### config.mk
export PLATFORM = sky130hd
export DESIGN_NAME = ddr3_req_arb
export DESIGN_NICKNAME = d
export VERILOG_FILES = /design/src/rtl/ddr3_req_arb.sv
export SDC_FILE = /design/constraint.sdc
export NUM_CORES = 1
export LEC_CHECK = 0
export ABC_AREA = 1
export CAP_MARGIN = 20
export CELL_PAD_IN_SITES_DETAIL_PLACEMENT = 0
export CELL_PAD_IN_SITES_GLOBAL_PLACEMENT = 1
export CORE_AREA = 5 5 400 402
export DETAILED_ROUTE_END_ITERATION = 7
export DIE_AREA = 0 0 405 407
export PLACE_DENSITY_LB_ADDON = 0.1
export SLEW_MARGIN = 20
export SYNTH_ARGS = -nofsm -noshare
export SYNTH_HDL_FRONTEND = slang
export SYNTH_SLANG_ARGS = --single-unit
### constraint.sdc
create_clock -name clk_i -period 1.85 [get_ports clk_i]
set_input_delay 0.4625 -clock clk_i [delete_from_list [all_inputs] [get_ports clk_i]]
set_output_delay 0.4625 -clock clk_i [all_outputs]
set_load 0.01 [all_outputs]
### src/rtl/ddr3_req_arb.sv
// -----------------------------------------------------------------------------
// ddr3_req_arb
//
// Shares the DDR3 core native RAM port between two requesters, for example an
// AXI-to-RAM bridge on port 0 and a DMA/refill engine on port 1.
//
// Request path:
//   A request is pending on a port while its wr or rd strobe is high. A port is
//   eligible while it is pending and has fewer than MAX_OUTSTANDING requests
//   accepted by the core but not yet acknowledged. From IDLE the arbiter
//   registers a grant and moves to GNT. In GNT the granted port's request
//   fields are driven straight through to the core until outport_accept_i,
//   which pulses that port's accept and returns the FSM to IDLE. Each request
//   therefore occupies at least two cycles. Ownership is stamped into bit 15 of
//   the request id sent to the core.
//
// Response path:
//   outport_ack_i is routed combinationally to the port named by resp_id[15].
//   Bit 15 is cleared on the way back. Both ports see the core's read data and
//   error; only the acked port's values are meaningful.
//
// Outstanding tracking:
//   Each port has a counter that increments on accept and decrements on ack.
//   An ack that arrives for a port whose counter is zero is still forwarded.
//   The counter stays at zero and the sticky orphan_ack_o flag is raised.
//
// Configuration:
//   DDR3_ARB_FIXED_PRIO_EN  when defined, port 0 always wins when eligible
//                           (port 1 may starve). When undefined, arbitration
//                           is round-robin, using a last-grant register that
//                           resets to 1 so port 0 wins the first tie.
//
// Parameters:
//   MAX_OUTSTANDING  accepted-but-unacked requests allowed per port (1..15)
//   CNT_W            width of each outstanding counter
//
// Ports:
//   clk_i, rst_i            clock, synchronous active-high reset
//   inportN_*_i             request from port N (wr, wr_mask, rd, addr,
//                           write_data, req_id; req_id[15] must be 0)
//   inportN_accept_o        request taken this cycle
//   inportN_ack_o/error_o/read_data_o/resp_id_o
//                           response for port N (resp_id[15] forced to 0)
//   outport_*_o             request to core
//   outport_accept_i        core accepted the request
//   outport_ack_i/error_i/read_data_i/resp_id_i
//                           response from core
//   orphan_ack_o            sticky: ack seen for a port with nothing
//                           outstanding
// -----------------------------------------------------------------------------
module ddr3_req_arb #(
  parameter int MAX_OUTSTANDING = 4,
  parameter int CNT_W           = 4
) (
  input  logic         clk_i,
  input  logic         rst_i,

  input  logic         inport0_wr_i,
  input  logic [15:0]  inport0_wr_mask_i,
  input  logic         inport0_rd_i,
  input  logic [31:0]  inport0_addr_i,
  input  logic [127:0] inport0_write_data_i,
  input  logic [15:0]  inport0_req_id_i,
  output logic         inport0_accept_o,
  output logic         inport0_ack_o,
  output logic         inport0_error_o,
  output logic [127:0] inport0_read_data_o,
  output logic [15:0]  inport0_resp_id_o,

  input  logic         inport1_wr_i,
  input  logic [15:0]  inport1_wr_mask_i,
  input  logic         inport1_rd_i,
  input  logic [31:0]  inport1_addr_i,
  input  logic [127:0] inport1_write_data_i,
  input  logic [15:0]  inport1_req_id_i,
  output logic         inport1_accept_o,
  output logic         inport1_ack_o,
  output logic         inport1_error_o,
  output logic [127:0] inport1_read_data_o,
  output logic [15:0]  inport1_resp_id_o,

  output logic         outport_wr_o,
  output logic [15:0]  outport_wr_mask_o,
  output logic         outport_rd_o,
  output logic [31:0]  outport_addr_o,
  output logic [127:0] outport_write_data_o,
  output logic [15:0]  outport_req_id_o,
  input  logic         outport_accept_i,
  input  logic         outport_ack_i,
  input  logic         outport_error_i,
  input  logic [127:0] outport_read_data_i,
  input  logic [15:0]  outport_resp_id_i,

  output logic         orphan_ack_o
);

  typedef enum logic {
    ST_IDLE = 1'b0,
    ST_GNT  = 1'b1
  } state_t;

  localparam logic [CNT_W-1:0] MAX_CNT = CNT_W'(MAX_OUTSTANDING);

  state_t           state_q, state_d;
  logic             grant_q, grant_d;     // port that owns the current grant
  logic [CNT_W-1:0] cnt0_q, cnt0_d;
  logic [CNT_W-1:0] cnt1_q, cnt1_d;
  logic             orphan_q, orphan_d;
`ifndef DDR3_ARB_FIXED_PRIO_EN
  logic             last_grant_q, last_grant_d;
`endif

  logic pend0, pend1;
  logic elig0, elig1;
  logic pick;
  logic gnt_active;
  logic acc0, acc1;
  logic ack0, ack1;

  // Requesters are required to keep req_id[15] low; ownership is re-stamped
  // here, so the incoming bit is ignored.
  logic unused_id_msb;
  assign unused_id_msb = inport0_req_id_i[15] ^ inport1_req_id_i[15];

  // Outstanding counter update. Accept and ack together cancel. An ack with
  // nothing outstanding saturates at zero instead of wrapping.
  function automatic logic [CNT_W-1:0] cnt_next(input logic [CNT_W-1:0] cnt,
                                                input logic             inc,
                                                input logic             dec);
    logic [CNT_W-1:0] res;
    res = cnt;
    if (inc && !dec) begin
      res = cnt + CNT_W'(1);
    end else if (dec && !inc && (cnt != '0)) begin
      res = cnt - CNT_W'(1);
    end
    return res;
  endfunction

  // Eligibility and winner selection
  always_comb begin
    pend0 = inport0_wr_i | inport0_rd_i;
    pend1 = inport1_wr_i | inport1_rd_i;
    elig0 = pend0 && (cnt0_q < MAX_CNT);
    elig1 = pend1 && (cnt1_q < MAX_CNT);
`ifdef DDR3_ARB_FIXED_PRIO_EN
    pick  = ~elig0;
`else
    // On a tie the port that did not win last time goes next; otherwise the
    // single eligible port wins.
    if (elig0 && elig1) begin
      pick = ~last_grant_q;
    end else begin
      pick = elig1;
    end
`endif
  end

  // FSM next state
  always_comb begin
    state_d      = state_q;
    grant_d      = grant_q;
`ifndef DDR3_ARB_FIXED_PRIO_EN
    last_grant_d = last_grant_q;
`endif
    case (state_q)
      ST_IDLE: begin
        if (elig0 || elig1) begin
          state_d      = ST_GNT;
          grant_d      = pick;
`ifndef DDR3_ARB_FIXED_PRIO_EN
          last_grant_d = pick;
`endif
        end
      end
      ST_GNT: begin
        if (outport_accept_i) begin
          state_d = ST_IDLE;
        end
      end
      default: begin
        state_d = ST_IDLE;
      end
    endcase
  end

  // Request forwarding, accept pulses and response routing
  always_comb begin
    gnt_active = (state_q == ST_GNT);

    // Field mux always follows the registered grant; only the strobes are
    // qualified, so the other fields are don't-care outside GNT.
    outport_wr_o         = gnt_active & (grant_q ? inport1_wr_i : inport0_wr_i);
    outport_rd_o         = gnt_active & (grant_q ? inport1_rd_i : inport0_rd_i);
    outport_wr_mask_o    = grant_q ? inport1_wr_mask_i    : inport0_wr_mask_i;
    outport_addr_o       = grant_q ? inport1_addr_i       : inport0_addr_i;
    outport_write_data_o = grant_q ? inport1_write_data_i : inport0_write_data_i;
    outport_req_id_o     = {grant_q,
                            grant_q ? inport1_req_id_i[14:0] : inport0_req_id_i[14:0]};

    acc0 = gnt_active & outport_accept_i & ~grant_q;
    acc1 = gnt_active & outport_accept_i &  grant_q;

    ack0 = outport_ack_i & ~outport_resp_id_i[15];
    ack1 = outport_ack_i &  outport_resp_id_i[15];
  end

  assign inport0_accept_o    = acc0;
  assign inport1_accept_o    = acc1;

  assign inport0_ack_o       = ack0;
  assign inport0_error_o     = outport_error_i;
  assign inport0_read_data_o = outport_read_data_i;
  assign inport0_resp_id_o   = {1'b0, outport_resp_id_i[14:0]};

  assign inport1_ack_o       = ack1;
  assign inport1_error_o     = outport_error_i;
  assign inport1_read_data_o = outport_read_data_i;
  assign inport1_resp_id_o   = {1'b0, outport_resp_id_i[14:0]};

  // Outstanding counters and orphan detection
  always_comb begin
    cnt0_d   = cnt_next(cnt0_q, acc0, ack0);
    cnt1_d   = cnt_next(cnt1_q, acc1, ack1);
    orphan_d = orphan_q
             | (ack0 & (cnt0_q == '0))
             | (ack1 & (cnt1_q == '0));
  end

  assign orphan_ack_o = orphan_q;

  // State registers
  always_ff @(posedge clk_i) begin
    if (rst_i) begin
      state_q      <= ST_IDLE;
      grant_q      <= 1'b0;
      cnt0_q       <= '0;
      cnt1_q       <= '0;
      orphan_q     <= 1'b0;
`ifndef DDR3_ARB_FIXED_PRIO_EN
      last_grant_q <= 1'b1;
`endif
    end else begin
      state_q      <= state_d;
      grant_q      <= grant_d;
      cnt0_q       <= cnt0_d;
      cnt1_q       <= cnt1_d;
      orphan_q     <= orphan_d;
`ifndef DDR3_ARB_FIXED_PRIO_EN
      last_grant_q <= last_grant_d;
`endif
    end
  end

endmodule
# [Word-level counts from Yosys, hierarchy flattened]
# Index checks and enable logic that the tools add are counted.
[op_classes] n_mux=14 n_addsub=4 bitwise=17 order_cmp=2 n_reduce_logical=21
[op_table] op="$mux W128" n=1
[op_table] op="$mux W32" n=1
[op_table] op="$mux W16" n=1
[op_table] op="$mux W4" n=4
[op_table] op="$mux W15" n=1
[op_table] op="$and A1 B1 Y1" n=9
[op_table] op="$logic_and A1 B1 Y1" n=9
[op_table] op="$add A4 B1 Y4 const B" n=2
[op_table] op="$logic_not A4 Y1" n=2
[op_table] op="$lt A4 B3 Y1 const B" n=2
[op_table] op="$reduce_bool A4 Y1" n=2
[op_table] op="$sub A4 B1 Y4 const B" n=2
[op_table] op="$mux W1" n=5
[op_table] op="$logic_not A1 Y1" n=4
[op_table] op="$not A1 Y1" n=4
[op_table] op="$or A1 B1 Y1" n=4
[op_table] op="$reduce_bool A2 Y1" n=2
[op_table] op="$pmux W1 S2" n=1
[op_table] op="$reduce_and A2 Y1" n=1
[op_table] op="$logic_or A1 B1 Y1" n=1
[word_totals] output_inout_bits=489 regBits=12 wordCells=64 inputBits=537

# [Longest topological paths before layout]
# Gate-level depths: netlist (run 1).
[depth] ltp_word=7 ltp_mapped=13 depth_no_buf=13

# [Least setup slack after synthesis (run 1)]
# Ideal clock, no wire load.
[synth_path] path_kind="input port to flip-flop" from="in outport_ack_i" to="reg cnt0_q[3]" path_stages=12 setup_time_ns=0.113 t_arrival_ns=1.763 setup_slack_ns=-0.026 required_time_ns=1.737 path_buffers=0 path_cell_list="inv_1 nor2_2 inv_1 nand2_4 ha_1 or2_2 nand2_1 nand2_1 nand2_1 nor2_1 nor2_1 nor2_1"
[synth_via] elab_chain_len=4 word_cells_on_any_way=7 cone_classes="mux (1); bitwise (1); reduce/logical (5)"
[synth_rtl] element="start, declared" line_no="89" rtl="input logic outport_ack_i,"
[synth_rtl] element="$and A1 B1 Y1 *" line_no="204" rtl="ack0 = outport_ack_i & ~outport_resp_id_i[15];"
[synth_rtl] element="via inport0_ack_o" line_no="65" rtl="output logic inport0_ack_o,"
[synth_rtl] element="$logic_not A1 Y1 / $logic_and A1 B1 Y1 (equally long branches)" line_no="132, 134"
[synth_rtl] element="$logic_and A1 B1 Y1, on equally long branches" line_no="132, 134"
[synth_rtl] element="$mux W4 / $reduce_bool A2 Y1 (equally long branches)"
[synth_rtl] element="end signal, assigned" line_no="246" rtl="cnt0_q <= cnt0_d;"
[synth_rtl] element="end, declared" line_no="106" rtl="logic [CNT_W-1:0] cnt0_q, cnt0_d;"
# Mark *: on every way through the listed nets, which the timed path passes. The rest lies on a longest branch.
# A chain may end at the register's enable or synchronous reset.

# [Worst setup path in the final report (run 1)]
[layout_path] from="reg grant_q" to="out outport_write_data_o[3]"
[layout_via] elab_chain_len=1
[layout_rtl] element="start, declared" line_no="105" rtl="logic grant_q, grant_d;"
[layout_rtl] element="start signal, assigned" line_no="245" rtl="grant_q <= grant_d;"
[layout_rtl] element="$mux W128" line_no="197" rtl="outport_write_data_o = grant_q ? inport1_write_data_i : inport0_write_data_i;"
[layout_rtl] element="end, declared" line_no="86" rtl="output logic [127:0] outport_write_data_o,"
# Every way passes these cells.

==> run_results.csv, run 1 <==
group,metric,value,unit
sta,timing.final.crit_period,2.11,ns
clock_network,cts_made_buffers,3,
clock_network,htree_num_levels,1,
logic_synthesis,edff_count_synth,0,
clock_network,clkTransAtPathRegs,0.05,ns
worst_setup_path,worst-path-max-fanout,7,
worst_setup_path,arrival,1.64,ns
worst_setup_path,startpoint_type,"register",
sta,fmax,0.475,GHz
sta,finalCritPeriodShare,1.14,
sta,report.final.hold_viol_count,0,
routing,vias,7475,
sta,setup_total_negative_slack,-26.12,ns
clock_network,clk_root_buffer_cell,"clkbuf_16",
clock_network,clock-sinks,12,
worst_setup_path,worst_r2r_path_depth,13,
sta,timing.clock.skew,0.00695,ns
sta,setup-violations-final,197,
logic_synthesis,synth_top_cells_by_area,"nand2_1 42%, buf_4 41%, dfxtp_1 4.5%, clkbuf_1 2.0%, nor2_1 1.6%",
sta,minimum_setup_slack_in_the_final_design,-0.257,ns
die,chipHeight,407,um
die,floorplan.initialDensity,0.0344,
grt,grt_first_pass_wirelength,68.4,mm
die,die-area,165000,um^2
logic_synthesis,post_synth_num_cell_types,26,
cells_and_area,drive_above_1_share,0.454,
worst_setup_path,reg2reg_slack,-0.16,ns
routing,drt-pass1-iter-count,4,
logic_synthesis,mappedNetlistArea,5350,um^2
logic_synthesis,ys_ff_latch,12,
die,design.portCount,1026,
logic_synthesis,synth_async_sr_flop_share,0,
clock_network,clockBufferDepth,2,
die,die_x,405,um
routing,drcViolationCount,0,
power_and_ir_drop,power.static_leakage,6.09,nW
logic_synthesis,synth_top_area_share,0.425,
worst_setup_path,critPathRequiredTime,1.39,ns
power_and_ir_drop,power.ir.vdd_worst,0.000212,V
die,standard_cell_row_count,145,
grt,grt_start_max_net_pins,20,
die,fp.coreArea,156000,um^2
sta,maxSlewViolCount,0,
logic_synthesis,share_of_synthesized_area_occupied_by_flip_flops_and_latches,0.0449,
worst_setup_path,r2r_start,"grant_q",
logic_synthesis,postSynth.topFlopCell,"dfxtp_1",
worst_setup_path,endpoint_type_of_the_worst_setup_path,"output port",
routing,routed_wl,53.1,mm
placed_design,gp_congestion,0.699,
routing,antenna_left,0,
power_and_ir_drop,power.density,562,nW/um^2
placed_design,dpl_worst_slack,-0.582,ns
cells_and_area,layout.cells.most_common,"clkdlybuf4s50_1",
routing,avgViaCountPerCell,2.14,
outcome,violations_in_the_final_reports,"setup timing",
clock_network,tritoncts_clock_tree,"built",
worst_hold_path,min_path_type,"register to register",
outcome,run_status,"finished, violations left",
clock_network,clk_latency,0.25,ns
logic_synthesis,synth_largest_area_cell,"nand2_1",
sta,grt_setup_unrepaired,"true",
logic_synthesis,synthesis.instances,1033,
grt,via_count_of_the_first_global_routing_pass,8047,
grt,grt_overflow,0,
cells_and_area,fin_util,0.0955,
clock_network,cts_hold_buffers,0,
worst_hold_path,timing.hold.worst.start,"last_grant_q",
cells_and_area,mostFrequentLayoutCells,"388 x clkdlybuf4s50_1, 322 x nand2_1, 174 x nand2_2",
cells_and_area,nNetsFinal,1982,
placed_design,hpwl,44.8,mm
placed_design,port-buffer-count,589,
worst_setup_path,regToRegEndpoint,"cnt1_q[3]",
grt,grt_antenna_before_repair,9,
worst_hold_path,hold_depth,2,
power_and_ir_drop,total_power,0.00835,W
run,cap_viol_max_count,0,
cells_and_area,synthToLayoutAreaGrowth,178,%
worst_hold_path,hold_path_end,"last_grant_q",
worst_setup_path,worst_path_class_setup,"register to output port",
sta,fin_hold_ws,0.468,ns
routing,route.detailed.wl_per_inst,15.2,um
routing,detailedRoute.firstIterationViolations,123,
grt,gr_util_all_layers,0.0595,
logic_synthesis,average_footprint_of_a_synthesized_cell,5.18,um^2
logic_synthesis,ys_warn_count,0,
==> report_power, final <==
group          switching [W]  internal (W)  total (W)  leakage, nW
Sequential         0.0000547      0.000308   0.000363       0.0996
Combinational        0.00356       0.00400    0.00756         5.95
Clock               0.000136      0.000292   0.000428       0.0382
Total                0.00375       0.00460    0.00835         6.09
==> Yosys cell counts, types with 2 or more instances <==
| cell | count |
|---|---|
| buf_1 | 3 |
| nand3_1 | 8 |
| nor2_1 | 23 |
| buf_2 | 12 |
| or2_2 | 2 |
| dfxtp_1 | 12 |
| nand2_1 | 605 |
| a21oi_1 | 7 |
| nand4_1 | 2 |
| buf_4 | 291 |
| inv_1 | 8 |
| o21a_1 | 2 |
| clkbuf_1 | 28 |
| fa_1 | 2 |
| ha_1 | 4 |
| nand2_2 | 6 |
| xor2_1 | 2 |
| o21ai_0 | 8 |
==> layout make-up <==
type / instances / area, um^2
multi-input combinational: 678 / 4110
fill: 18297 / 141000
antenna: 2 / 5.00
sequential: 12 / 244
timing repair buffer: 734 / 7790
inverter: 10 / 65.1
clock buffer: 4 / 78.8
tap: 2058 / 2570
==> worst max path at each step <==
stage	start	to	depth (start not counted)
after floorplan	grant_q	cnt1_q[3]	12
after global placement	outport_accept_i	cnt0_q[3]	12
after global routing	grant_q	cnt1_q[3]	13
after CTS	grant_q	outport_write_data_o[57]	9
final	grant_q	outport_write_data_o[3]	9
after detailed placement	outport_accept_i	cnt1_q[3]	12
==> flip-flops by register name, indices dropped and copies added (netlist names) <==
register and flops:
cnt0_q 4, cnt1_q 4, gnt_active 1, grant_q 1, last_grant_q 1, orphan_ack_o 1
==> worst max-delay path, stage by stage, from the launching register on <==
cell and delay (ns):
dfxtp_4 0.35, buf_12 0.14, buf_12 0.13, buf_8 0.12, buf_12 0.15, buf_12 0.15, buf_6 0.12, nand2_4 0.04
nand2_2 0.05, buf_6 0.11
==> timing repair <==
action / CTS / global route
setup endpoints to repair: 205 / 202
buffers inserted: 65 / 16
gates cloned: 7 / 3
pin swaps: 42 / 64
resized for setup: 1000 / 403
==> routing by layer <==
metal / part of all wire / wire length [um] / vias up / global-route usage
li1: - / - / 3610 / -
met1: 0.36 / 19100 / 3320 / 0.0630
met2: 0.51 / 27000 / 428 / 0.108
met3: 0.11 / 6020 / 107 / 0.0290
met4: 0.017 / 921 / 10 / 0.00995
met5: 0.0013 / 69 / - / 0
==> through the flow <==
stage                     area [um^2]  cells
after detailed placement        12400   3420
after CTS                       13800   3491
after global placement          12400   3420
final                           14900   3498
after global routing            14900   3497
after floorplan                  5360   1034
==> logic make-up (layout without fill, tap and decap cells) <==
group	after synthesis	in the layout	synth area share
other	1	4	0.000701
buffers and inverters	344	748	0.449
XOR/XNOR	2	2	0.00328
AO/OA/AOI/OAI	18	18	0.0182
AND/OR/NAND/NOR	650	650	0.467
flip-flops	12	12	0.0449
adder cells (fa/ha/maj)	6	6	0.0168
Note: power is estimated with default switching activity, not from simulation.
==> run 2, diff against run 1 <==
Settings changed: CORE_AREA 5 5 400 402 to 5 5 393 395, DIE_AREA 0 0 405 407 to 0 0 398 400.
Clock period 1.85 ns to 2.45 ns, I/O delays scaled along.
==> run_results.csv, run 2 (synthesis gave the netlist of run 1 again) <==
group,metric,value,unit
outcome,run_status,"complete, no violations",
clock_network,clock-sinks,12,
worst_setup_path,max_stage_delay,0.53,ns
cells_and_area,seq_area,244,um^2
clock_network,tritoncts_clock_tree,"built",
worst_hold_path,min_path_type,"register to register",
sta,minimum_setup_slack_in_the_final_design,0.0228,ns
sta,timing.final.crit_period,2.43,ns
grt,grt_first_pass_wirelength,67.9,mm
die,design.portCount,1026,
sta,grt_setup_unrepaired,"true",
sta,finalCritPeriodShare,0.991,
cells_and_area,mostFrequentLayoutCells,"602 x nand2_1, 395 x clkdlybuf4s50_1, 158 x dlygate4sd2_1",
die,die-area,159000,um^2
sta,maxSlewViolCount,0,
placed_design,gp_congestion,0.723,
grt,grt_overflow,0,
routing,routed_wl,52.8,mm
cells_and_area,synthToLayoutAreaGrowth,134,%
routing,detailedRoute.firstIterationViolations,244,
routing,antenna_left,0,
cells_and_area,nNetsFinal,1930,
power_and_ir_drop,total_power,0.00476,W
die,floorplan.initialDensity,0.0355,
cells_and_area,final_cells,3422,
worst_setup_path,worst_r2r_path_depth,14,
worst_setup_path,worst_path_dominant_cell_family,"buffers and inverters",
routing,drcViolationCount,0,
worst_setup_path,slowest_stage,"clkdlybuf4s50_1",
run,cap_viol_max_count,0,
clock_network,htree_num_levels,1,
worst_setup_path,number_of_cells_on_the_critical_path,7,
power_and_ir_drop,power.ir.vdd_worst,0.000148,V
cells_and_area,final.fill_count,17856,
clock_network,cts_made_buffers,3,
worst_setup_path,worst_path_class_setup,"register to output port",
sta,report.final.hold_viol_count,0,
worst_setup_path,critPathBufInv,5,
grt,via_count_of_the_first_global_routing_pass,7748,
placed_design,dpl_cell_area,12200,um^2
cells_and_area,layout_top_registers,"cnt0_q x4, cnt1_q x4",
grt,grt_start_max_net_pins,22,
clock_network,clockBufferDepth,2,
sta,timing.clock.skew,0.00631,ns
grt,gr_util_all_layers,0.0614,
placed_design,dpl_worst_slack,-0.208,ns
worst_setup_path,critical_path.cell_chain,"buf_12 -> inv_16 -> buf_16 -> buf_4 -> nand2_1 -> nand2_1 -> clkdlybuf4s50_1",
worst_hold_path,hold_depth,2,
die,standard_cell_row_count,143,
die,chipHeight,400,um
worst_setup_path,startpoint_type,"register",
worst_setup_path,worst-path-max-fanout,8,
placed_design,post_placement_cell_count,3391,
die,die_x,398,um
routing,avgViaCountPerCell,2.06,
placed_design,hpwl,46.6,mm
routing,vias,7048,
cells_and_area,layout.cells.most_common,"nand2_1",
clock_network,cts_hold_buffers,0,
worst_setup_path,critPathRequiredTime,1.84,ns
routing,route.detailed.wl_per_inst,15.4,um
routing,drt-pass1-iter-count,4,
power_and_ir_drop,power.static_leakage,5.37,nW
cells_and_area,fin_util,0.0830,
sta,setup-violations-final,0,
worst_setup_path,arrival,1.81,ns
clock_network,clk_root_buffer_cell,"clkbuf_16",
cells_and_area,drive_above_1_share,0.102,
placed_design,port-buffer-count,589,
clock_network,clkTransAtPathRegs,0.05,ns
worst_setup_path,worst_path_most_repeated_cell,"nand2_1",
die,fp.coreArea,151000,um^2
cells_and_area,fin_area,12500,um^2
sta,fmax,0.412,GHz
grt,grt_antenna_before_repair,10,
worst_setup_path,endpoint_type_of_the_worst_setup_path,"output port",
power_and_ir_drop,power.density,380,nW/um^2
clock_network,clk_latency,0.24,ns
cells_and_area,multi_input_comb_area,2740,um^2
## run 2: cell types whose count changed in the layout (fill, tap and decap cells not counted), sizes merged
| cell | before | now |
|---|---|---|
| buf | 330 | 113 |
| clkbuf | 10 | 7 |
| clkdlybuf4s50 | 388 | 395 |
| clkinv | 2 | 1 |
| diode | 2 | 6 |
| dlygate4sd2 | 3 | 158 |
| dlymetal6s2s | 0 | 6 |
| inv | 8 | 9 |
## run 2: final cells by class
| cell class | count | share of cell area |
|---|---|---|
| diodes | 6 | 0.00120 |
| clock buffers | 4 | 0.00629 |
| inverters | 10 | 0.00440 |
| multi-input cells | 678 | 0.219 |
| flip-flops and latches | 12 | 0.0195 |
| well taps | 2030 | 0.203 |
| repair buffers | 682 | 0.547 |
## run 2: final timing paths
kind / endpoint / slack (ns) / startpoint
worst max-delay path: outport_addr_o[4] / 0.02 / grant_q
worst min-delay path: last_grant_q / 0.46 / last_grant_q
worst max register to register: cnt0_q[3] / 0.21 / grant_q
worst min register to register: last_grant_q / 0.46 / last_grant_q
## run 2: layer usage
layer	up-vias	part of all wire	wire, um	GRT usage
met5	-	0.00049	26	0
met4	4	0.016	852	0.0114
met3	94	0.12	6200	0.0300
met2	438	0.54	28600	0.118
met1	2988	0.32	17100	0.0589
li1	3524	-	-	-
## run 2: timing repair
item | CTS | global route
setup buffers | 14 | 2
pin swaps | 0 | 1
endpoints found under the setup margin | 177 | 23
cloned | 4 | 1
resized for setup | 201 | 19
## run 2: where the power goes
part | total (W) | internal (W) | leakage [nW] | switching (W)
sequential | 0.000272 | 0.000233 | 0.0996 | 0.0000393
clock | 0.000314 | 0.000220 | 0.0382 | 0.0000939
combinational | 0.00417 | 0.00208 | 5.24 | 0.00209
## run 2: metrics by stage
step | TNS, ns | hold WS, ns
floorplan | 0 | 0.429
global placement | -2.60 | 0.441
detailed placement | -2.25 | 0.447
CTS | -0.349 | 0.461
global route | -0.125 | 0.481
finish | 0 | 0.459
## run 2: tightest hold or removal path, cell delays in order (launching register included)
cell and delay, ns:
dfxtp_1 0.33, nand2_1 0.05, nand3_1 0.05
